==> src/rtl/muladdsub9x9wide_acc_seq.sv <==
// Packet accumulator sequencer around an external combinational MULTADDSUB9X9WIDE.
// Optional beat-count output m_beats is enabled by defining MAS_SEQ_BEATCNT_EN.
//
// state | meaning
// IDLE  | no partial packet; next accepted beat is a packet's first (C = 0)
// ACCUM | partial packet held in acc; C = acc, signedness from pkt_signed
module muladdsub9x9wide_acc_seq #(
  parameter int MAX_BEATS = 0,
  parameter int CNT_W     = 16
) (
  input  logic              clk,
  input  logic              rst_n,
  input  logic              cfg_signed,
  input  logic              clear,
  input  logic              s_valid,
  output logic              s_ready,
  input  logic [35:0]       s_a,
  input  logic [35:0]       s_b,
  input  logic [3:0]        s_addsub,
  input  logic              s_last,
  output logic [35:0]       dsp_a,
  output logic [35:0]       dsp_b,
  output logic [3:0]        dsp_addsub,
  output logic              dsp_signed,
  output logic [53:0]       dsp_c,
  output logic              dsp_loadc,
  input  logic [53:0]       dsp_z,
  output logic              m_valid,
  input  logic              m_ready,
  output logic [53:0]       m_data,
  output logic              m_trunc
`ifdef MAS_SEQ_BEATCNT_EN
  ,
  output logic [CNT_W-1:0]  m_beats
`endif
);

  typedef enum logic {IDLE, ACCUM} state_t;

  localparam bit              LIMIT_EN = (MAX_BEATS != 0);
  localparam logic [CNT_W-1:0] LIMIT   = LIMIT_EN ? CNT_W'(MAX_BEATS - 1) : '0;

  state_t            state;
  state_t            state_nxt;
  logic [53:0]       acc;
  logic [CNT_W-1:0]  cnt;
  logic [CNT_W-1:0]  cnt_inc;
  logic              pkt_signed;
  logic              beat;
  logic              limit_hit;
  logic              close;

  assign dsp_a      = s_a;
  assign dsp_b      = s_b;
  assign dsp_addsub = s_addsub;
  assign dsp_loadc  = 1'b1;
  assign cnt_inc    = cnt + CNT_W'(1);

  always_ff @(posedge clk or negedge rst_n) begin
    if (!rst_n) state <= IDLE;
    else        state <= state_nxt;
  end

  // clear gates s_ready, so it can never coincide with an accepted beat
  always_comb begin
    state_nxt  = state;
    s_ready    = ~clear & (~m_valid | m_ready);
    beat       = s_valid & s_ready;
    limit_hit  = LIMIT_EN && (cnt == LIMIT);
    close      = beat & (s_last | limit_hit);
    dsp_signed = (state == IDLE) ? cfg_signed : pkt_signed;
    dsp_c      = (state == IDLE) ? 54'd0 : acc;
    if (clear)      state_nxt = IDLE;
    else if (close) state_nxt = IDLE;
    else if (beat)  state_nxt = ACCUM;
  end

  always_ff @(posedge clk or negedge rst_n) begin
    if (!rst_n) begin
      acc        <= '0;
      cnt        <= '0;
      pkt_signed <= 1'b0;
    end else if (clear) begin
      acc <= '0;
      cnt <= '0;
    end else if (close) begin
      cnt <= '0;
    end else if (beat) begin
      acc <= dsp_z;
      cnt <= cnt_inc;
      if (state == IDLE) pkt_signed <= cfg_signed;
    end
  end

  // a closing beat while the old result drains simply overwrites it
  always_ff @(posedge clk or negedge rst_n) begin
    if (!rst_n) begin
      m_valid <= 1'b0;
      m_data  <= '0;
      m_trunc <= 1'b0;
    end else if (close) begin
      m_valid <= 1'b1;
      m_data  <= dsp_z;
      m_trunc <= ~s_last;
    end else if (m_valid && m_ready) begin
      m_valid <= 1'b0;
    end
  end

`ifdef MAS_SEQ_BEATCNT_EN
  always_ff @(posedge clk or negedge rst_n) begin
    if (!rst_n)     m_beats <= '0;
    else if (close) m_beats <= cnt_inc;
  end
`endif

endmodule
==> config.mk <==
export PLATFORM = sky130hd
export DESIGN_NAME = muladdsub9x9wide_acc_seq
export DESIGN_NICKNAME = d
export VERILOG_FILES = /design/src/rtl/muladdsub9x9wide_acc_seq.sv
export SDC_FILE = /design/constraint.sdc
export NUM_CORES = 1
export LEC_CHECK = 0
export ABC_AREA = 1
export ABC_CLOCK_PERIOD_IN_PS = 3200
export CELL_PAD_IN_SITES_DETAIL_PLACEMENT = 1
export CELL_PAD_IN_SITES_GLOBAL_PLACEMENT = 1
export CORE_UTILIZATION = 28
export DETAILED_ROUTE_END_ITERATION = 10
export HOLD_SLACK_MARGIN = 0.03
export PLACE_DENSITY_LB_ADDON = 0.2
export SYNTH_ARGS = -nofsm -noshare
export SYNTH_HDL_FRONTEND = slang
export SYNTH_SLANG_ARGS = --single-unit
export TNS_END_PERCENT = 100
==> constraint.sdc <==
create_clock -name clk -period 3.2 [get_ports clk]
set_clock_uncertainty 0.2 [all_clocks]
set_input_delay 0.64 -clock clk [delete_from_list [all_inputs] [get_ports clk]]
set_output_delay 0.64 -clock clk [all_outputs]
set_load 0.02 [all_outputs]
### After elaboration in Yosys (flattened, before gate mapping)

Cells that the tools add are included.

| cells by class | value |
|---|---|
| equality and inequality tests | 1 |
| muxes and demuxes | 10 |
| bitwise gates (word level) | 8 |
| reductions and logical operators | 6 |

Operators with widths:

| operator | number |
|---|---|
| 54-bit 2-to-1 mux | 4 |
| 1-bit 2-to-1 mux | 6 |
| 1-bit NOT | 4 |
| 2-bit nonzero test | 2 |
| 1-bit AND | 3 |
| 3-bit AND reduction | 1 |
| 3-bit nonzero test | 1 |
| 2-bit inequality test (second input constant) | 1 |
| 2-bit AND reduction | 1 |
| 1-bit logical AND | 1 |
| 1-bit OR | 1 |

| word-level totals | value |
|---|---|
| bits in registers | 112 |
| bits of input ports | 137 |
| output and inout bits | 189 |
| logic and storage cells | 31 |

### Depth between registers and ports, before layout

Gate-level depths: netlist of the first run.

| logic depth | value |
|---|---|
| depth after elaboration | 7 |
| gate-level depth with buffers | 7 |
| mapped depth without buffers | 6 |

### Least setup slack after synthesis of the first run

No wires, ideal clock.

| timing path | value |
|---|---|
| kind | in2out |
| from | input clear |
| to | output s_ready |
| data arrival time | 1.212 ns |
| data required time | 2.360 ns |
| path slack | 1.148 ns |
| cell stages on the path | 3 |
| cell sequence | buf_4 -> nor2_2 -> buf_2 |

| on the way | value |
|---|---|
| longest elaborated chain between the ends | 2 |

Ends and longest elaborated chain:

| item | line | source |
|---|---|---|
| start: declaration | 14 | `input logic clear,` |
| 1-bit NOT (no source line) | n/a |  |
| 1-bit AND | 67 | `s_ready = ~clear & (~m_valid \| m_ready);` |
| end: declaration | 16 | `output logic s_ready,` |

Every way passes these cells.

### Worst setup path in the final report of the first run

| timing path | value |
|---|---|
| from | register state |
| to | output dsp_c[17] |

| on the way | value |
|---|---|
| longest elaborated chain between the ends | 1 |

Ends and longest elaborated chain:

| item | line | source |
|---|---|---|
| start: declaration | 43 | `state_t state;` |
| start signal: assignment | 61 | `else state <= state_nxt;` |
| 54-bit 2-to-1 mux | 72 | `dsp_c = (state == IDLE) ? 54'd0 : acc;` |
| end: declaration | 25 | `output logic [53:0] dsp_c,` |

Every way passes these cells.

==> results of run 1 <==
[power breakdown]
part	leakage, nW	internal [W]	switching, W
registers	1.45	0.00158	0.0000978
logic	2.33	0.000396	0.000473
clock network	0.134	0.000609	0.000516
total	3.92	0.00259	0.00109
[kinds of logic after synthesis]
logic type	Yosys count	share of synthesized area [%]
and+or+nand+nor	298	22.52
DFF	112	50.13
AOI/OAI and AO/OA	57	5.461
other	1	0.06708
buffers and inverters	232	21.82
[state kept, by name (all words and copies together) (netlist names)]
name        flops
m_data         54
m_trunc         1
pkt_signed      1
acc            54
state           1
m_valid         1
[placed cells by master, fill, tap and decap left out]
cell type / n
clkbuf_16: 9
inv_2: 2
clkinvlp_4: 1
bufinv_16: 1
conb_1: 1
a31oi_4: 1
dfrtp_1: 111
dfrtp_2: 1
buf_12: 4
nand4_4: 1
o21ai_1: 20
o21ai_0: 35
o21ai_2: 1
inv_1: 113
nor2_4: 1
buf_2: 1
nand4_1: 40
nand3_1: 16
nand2_1: 224
clkbuf_1: 4
nor2_1: 16
clkinv_2: 1
clkdlybuf4s50_1: 170
buf_4: 10
[synth_stat cells]
master    number
a31oi_4        1
buf_2          9
buf_4         80
buf_6          5
clkbuf_1      23
conb_1         1
dfrtp_1      112
inv_1        113
inv_2          2
nand2_1      224
nand3_1       16
nand4_1       40
nand4_4        1
nor2_1        16
nor2_2         1
o21ai_0       35
o21ai_1       20
o21ai_2        1
[per-stage QoR]
step | total power, W | setup WS (ns) | instances | util [%]
floorplan | 0.002236 | 1.148 | 700 | -
global placement | 0.002567 | 0.3561 | 1033 | 35.86
detailed placement | 0.002593 | 0.3978 | 1033 | 35.86
CTS | 0.003745 | 0.2312 | 1049 | 37.31
global route | 0.003884 | 0.1409 | 1049 | 37.31
finish | 0.003673 | 0.2715 | 1049 | 37.31
[routing by layer]
layer	GRT usage, %	vias to the layer above
li1	-	2204
met1	19.68	2202
met2	28.27	125
met3	4.032	54
met4	7.951	0
met5	0	-
[cell type report]
class	instances	area share (%)
clock inverters	3	0.5840
well taps	265	4.552
inverters	115	5.926
repair buffers	185	25.56
flip-flops and latches	112	38.49
clock buffers	13	3.298
multi-input cells	356	21.59
[path summary, 6_finish.rpt]
check	from	to	slack, ns	cells past startpoint
setup / recovery	state$_DFFE_PN0P_	dsp_c[17]	0.27	4
min in group clk	acc[0]$_DFFE_PN0P_	acc[0]$_DFFE_PN0P_	0.27	2
hold / removal	rst_n	m_data[13]$_DFFE_PN0P_	0.06	1
max in group asynchronous	rst_n	acc[47]$_DFFE_PN0P_	2.05	2
hold reg to reg	acc[0]$_DFFE_PN0P_	acc[0]$_DFFE_PN0P_	0.27	2
setup reg to reg	m_valid$_DFFE_PN0P_	pkt_signed$_DFFE_PN0P_	1.48	7
==> flow_summary.ini, run 1 <==
[synth]
yosys.area.top_type = dfrtp_1
synthesis.area_sq_mm = 0.005590
synth_top_area_share_pct = 50.13
synth_cell_types = 18
syn_avg_cell_area_sq_um = 7.986
yosys_warnings = 0
synth_nets = 837
synth_seq_area_share_pct = 50.13
ys_seq_elements = 112
postSynthCellCount = 700
ys_top_cells_by_area = dfrtp_1 (50%), nand2_1 (15%), buf_4 (11%), inv_1 (7.6%), nand4_1 (4.5%)

[layout]
drive_gt1_share_pct = 4.337
fin_nets = 916
syn_to_final_growth_pct = 30.30
nFillCells = 2334
seqCellArea_sq_mm = 0.002804
multi_input_area_sq_mm = 0.001573
design_area_sq_mm = 0.007284
diodes = 0

[worst_setup_path]
critPathMaxStageDelay_ns = 0.71
critPathKind = register to output port
critPathLaunchType = register
crit_buf_inv = 3
path_delay_family = buffers and inverters
path_max_fanout = 31
slowest_stage = dfrtp_2
worst_ep_required_time_ns = 2.36
critical_path.endpoint_type = output port
worst_ep_arrival_time_ns = 2.09
cp_cell_sequence = buf_12 > nand2_1 > inv_1 > clkdlybuf4s50_1

[sta]
holdWs_ns = 0.06247
period_share_pct = 91.51
setup_viol = 0
fin_crit_ns = 2.928
rsz0062_at_grt = no
max_slew_margin_pct = 48.71
tightest_slew_ns = 0.7692
finalHoldViolCount = 0
final_max_slew_viol_count = 0
timing.fmax_mhz = 341.5
fin_setup_tns_ns = 0

[clock_network]
cts.repair.resized = 0
numCtsBuffers = 9
cts.path.max_buffers = 2
cts_tree = yes
postCtsSetupRepairBufs = 0
cts.clk_slew.worst_paths_ns = 0.08
hold_buffers = 0
cts-root-buf = clkbuf_16
htree_levels = 3
cts_sinks = 112
insertion_delay_ns = 0.34

[detailed_routing]
route.detailed.drc = 0
detail-route-antenna-nets = 0
avgRoutedWirePerCell_um = 15.82
wl_met3_mm = 1.079
wl_met1_mm = 6.892
vias = 4585
drtIter0Drc = 176
dr.pass1.iters = 4
viasPerCell = 4.371
wl_met2_mm = 8.117
top_layer = met4
drt-total-wl_mm = 16.60

[run]
drv_cap = 0

[die]
die_w_um = 143.3
die_h_um = 143.3
core_area_sq_mm = 0.01953
boundaryPins = 326
die-area_sq_mm = 0.02053
initial_utilization_pct = 28.63
num_rows = 51

[global_route]
overflow = 0
grt_pass1_wl_mm = 26.09
grt_max_degree = 68
antenna_found_initial = 0
grtUsageTotal_pct = 16.62
grt_pass1_vias = 4862

[placed_design]
hpwl_mm = 11.75
port_buffers = 172
gp_congestion = 0.7227
placedInstanceArea_sq_mm = 0.007002

[power_and_ir_drop]
power.leakage_nw = 3.916
cellPowerDensity_mw_per_mm2 = 504.3
ir_worst_vdd_v = 0.0002245

[run_status]
status = finished, final reports clean

[worst_hold_path]
worstHoldPathType = input port to asynchronous set/reset pin
Power figures use the tool's default switching activity.
==> run 2: changes to the inputs <==
--- a/config.mk
+++ b/config.mk
@@ -9,7 +9,8 @@
 export ABC_CLOCK_PERIOD_IN_PS = 3200
 export CELL_PAD_IN_SITES_DETAIL_PLACEMENT = 1
 export CELL_PAD_IN_SITES_GLOBAL_PLACEMENT = 1
-export CORE_UTILIZATION = 28
+export CORE_UTILIZATION = 29
+export CTS_BUF_LIST = sky130_fd_sc_hd__clkbuf_4 sky130_fd_sc_hd__clkbuf_8
 export DETAILED_ROUTE_END_ITERATION = 10
 export HOLD_SLACK_MARGIN = 0.03
 export PLACE_DENSITY_LB_ADDON = 0.2
==> run 2 against run 1 <==
Cell count is 0.57% lower. Hold slack worse by 0.038 ns. Largest cell class unchanged. Sequential share of layout area is 0.39 points higher. Core utilization is 0.99 points higher. Fmax is 0.55% lower. Global-route usage is 0.68 points higher. Cell area is 1.0% lower. First-iteration DRC count is 5.7% lower. Critical path type unchanged. Worst setup slack worse by 0.016 ns. Count of clock-buffer cells in the layout is 1 lower. Critical endpoint is now dsp_c[46].
==> flow_summary.ini, run 2 (synthesized netlist as in run 1, its figures left out) <==
[detailed_routing]
avgRoutedWirePerCell_um = 15.68
route.detailed.drc = 0
drt-total-wl_mm = 16.35
detail-route-antenna-nets = 0
drtIter0Drc = 166
vias = 4617
dr.pass1.iters = 4
viasPerCell = 4.427

[sta]
period_share_pct = 92.02
tightest_slew_ns = 0.7512
final_max_slew_viol_count = 0
setup_viol = 0
max_slew_margin_pct = 49.91
timing.fmax_mhz = 339.6
fin_crit_ns = 2.945
rsz0062_at_grt = no
fin_setup_tns_ns = 0
layout_setup_ws_ns = 0.2552
finalHoldViolCount = 0

[global_route]
grt_max_degree = 113
grtUsageTotal_pct = 17.30
overflow = 0
grt_pass1_vias = 5117
grt_pass1_wl_mm = 26.88
antenna_found_initial = 0

[placed_design]
dpl_worst_slack_ns = 0.3710
gp_congestion = 0.7405
hpwl_mm = 11.29
port_buffers = 172
dpl.cell_count = 1027

[layout]
syn_to_final_growth_pct = 29.01
final_common_cell = nand2_1
layout_common_cells = nand2_1 (224), clkdlybuf4s50_1 (170), inv_1 (113), dfrtp_1 (111), nand4_1 (40)
drive_gt1_share_pct = 4.725
diodes = 0
post_layout_nonfiller_instances = 1043
fin_nets = 915
top_regs = acc x54, m_data x54

[power_and_ir_drop]
switchingPower_w = 0.001091
p_clk_share_pct = 26.8
cellPowerDensity_mw_per_mm2 = 483.2
power.internal_w = 0.002394
power.leakage_nw = 3.894
p_comb_share_pct = 25.1
ir_worst_vdd_v = 0.0001910
power.total_w = 0.003485
pwr-share-seq_pct = 48.1
swShare_pct = 31.32

[worst_setup_path]
worst_ep_required_time_ns = 2.36
critical_path.endpoint_type = output port
path_max_fanout = 20
rrSetupSlack_ns = 1.35
critPathKind = register to output port
worst_ep_arrival_time_ns = 2.10
slowest_stage = dfrtp_2
cp_cell_sequence = buf_4 > nand2_1 > inv_1 > clkdlybuf4s50_1
critPathMaxStageDelay_ns = 0.65
critPathLaunchType = register

[run_status]
status = finished, final reports clean

[clock_network]
cts_tree = yes
insertion_delay_ns = 0.39
cts.clk_slew.worst_paths_ns = 0.11
htree_levels = 3
hold_buffers = 0
numCtsBuffers = 9
cts.path.max_buffers = 2
cts.repair.resized = 0
cts_sinks = 112
cts-root-buf = clkbuf_8
postCtsSetupRepairBufs = 0

[die]
num_rows = 50
die_w_um = 140.8
core_area_sq_mm = 0.01883
die-area_sq_mm = 0.01984
die_h_um = 140.8
boundaryPins = 326
initial_utilization_pct = 29.69

[run]
drv_cap = 0

[worst_hold_path]
worstHoldPathType = input port to asynchronous set/reset pin
run 2: cell types whose count changed in the layout (fill, tap and decap cells not counted), sizes merged:
| cell | previous run | this run |
|---|---|---|
| clkinv | 1 | 3 |
| clkinvlp | 1 | 0 |
| buf | 15 | 14 |
| clkbuf | 13 | 12 |
run 2: area by class of cell:
class | instances | area, sq um
Clock buffer | 12 | 158.9
Clock inverter | 4 | 52.55
Fill cell | 2233 | 11620
Inverter | 115 | 431.7
Multi-Input combinational cell | 356 | 1573
Sequential cell | 112 | 2804
Tap cell | 260 | 325.3
Timing Repair Buffer | 184 | 1867
run 2: critical path: cells and delay by family, from the launching register on:
kind          cells  cell delay (ns)
buf+inv           3             0.98
flops             1             0.65
simple gates      1             0.09
run 2: per-stage QoR:
| stage | hold WS [ns] | utilization, % | area (sq um) |
|---|---|---|---|
| finish | 0.02425 | 38.30 | 7212 |
| floorplan | 0.1444 | - | 5590 |
| global placement | 0.2533 | 37.18 | 7000 |
| detailed placement | 0.2570 | 37.18 | 7000 |
| CTS | 0.1391 | 38.30 | 7212 |
| global route | 0.1679 | 38.30 | 7212 |
run 2: metal layers:
layer	GRT usage, %	routed length, um	vias to the layer above
li1	-	-	2193
met1	19.67	6845	2236
met2	30.69	8110	121
met3	3.329	849	67
met4	9.211	546	0
met5	0	0	-
run 2: worst paths after layout:
path / startpoint / endpoint / depth (start not counted)
worst max-delay path: state$_DFFE_PN0P_ / dsp_c[46] / 4
worst min-delay path: rst_n / m_data[41]$_DFFE_PN0P_ / 2
worst max register to register: m_valid$_DFFE_PN0P_ / m_data[18]$_DFFE_PN0P_ / 5
worst min register to register: m_trunc$_DFFE_PN0P_ / m_trunc$_DFFE_PN0P_ / 2
max in group asynchronous: rst_n / state$_DFFE_PN0P_ / 2
min in group clk: m_trunc$_DFFE_PN0P_ / m_trunc$_DFFE_PN0P_ / 2
run 2: power by group through the flow:
stage / Sequential (W) / Clock [W] / Combinational, W
floorplan: 0.00184 / 0 / 0.000393
global route: 0.00170 / 0.00102 / 0.000954
finish: 0.00168 / 0.000933 / 0.000874
detailed placement: 0.00171 / 0 / 0.000889
CTS: 0.00168 / 0.000985 / 0.000893
global placement: 0.00170 / 0 / 0.000867
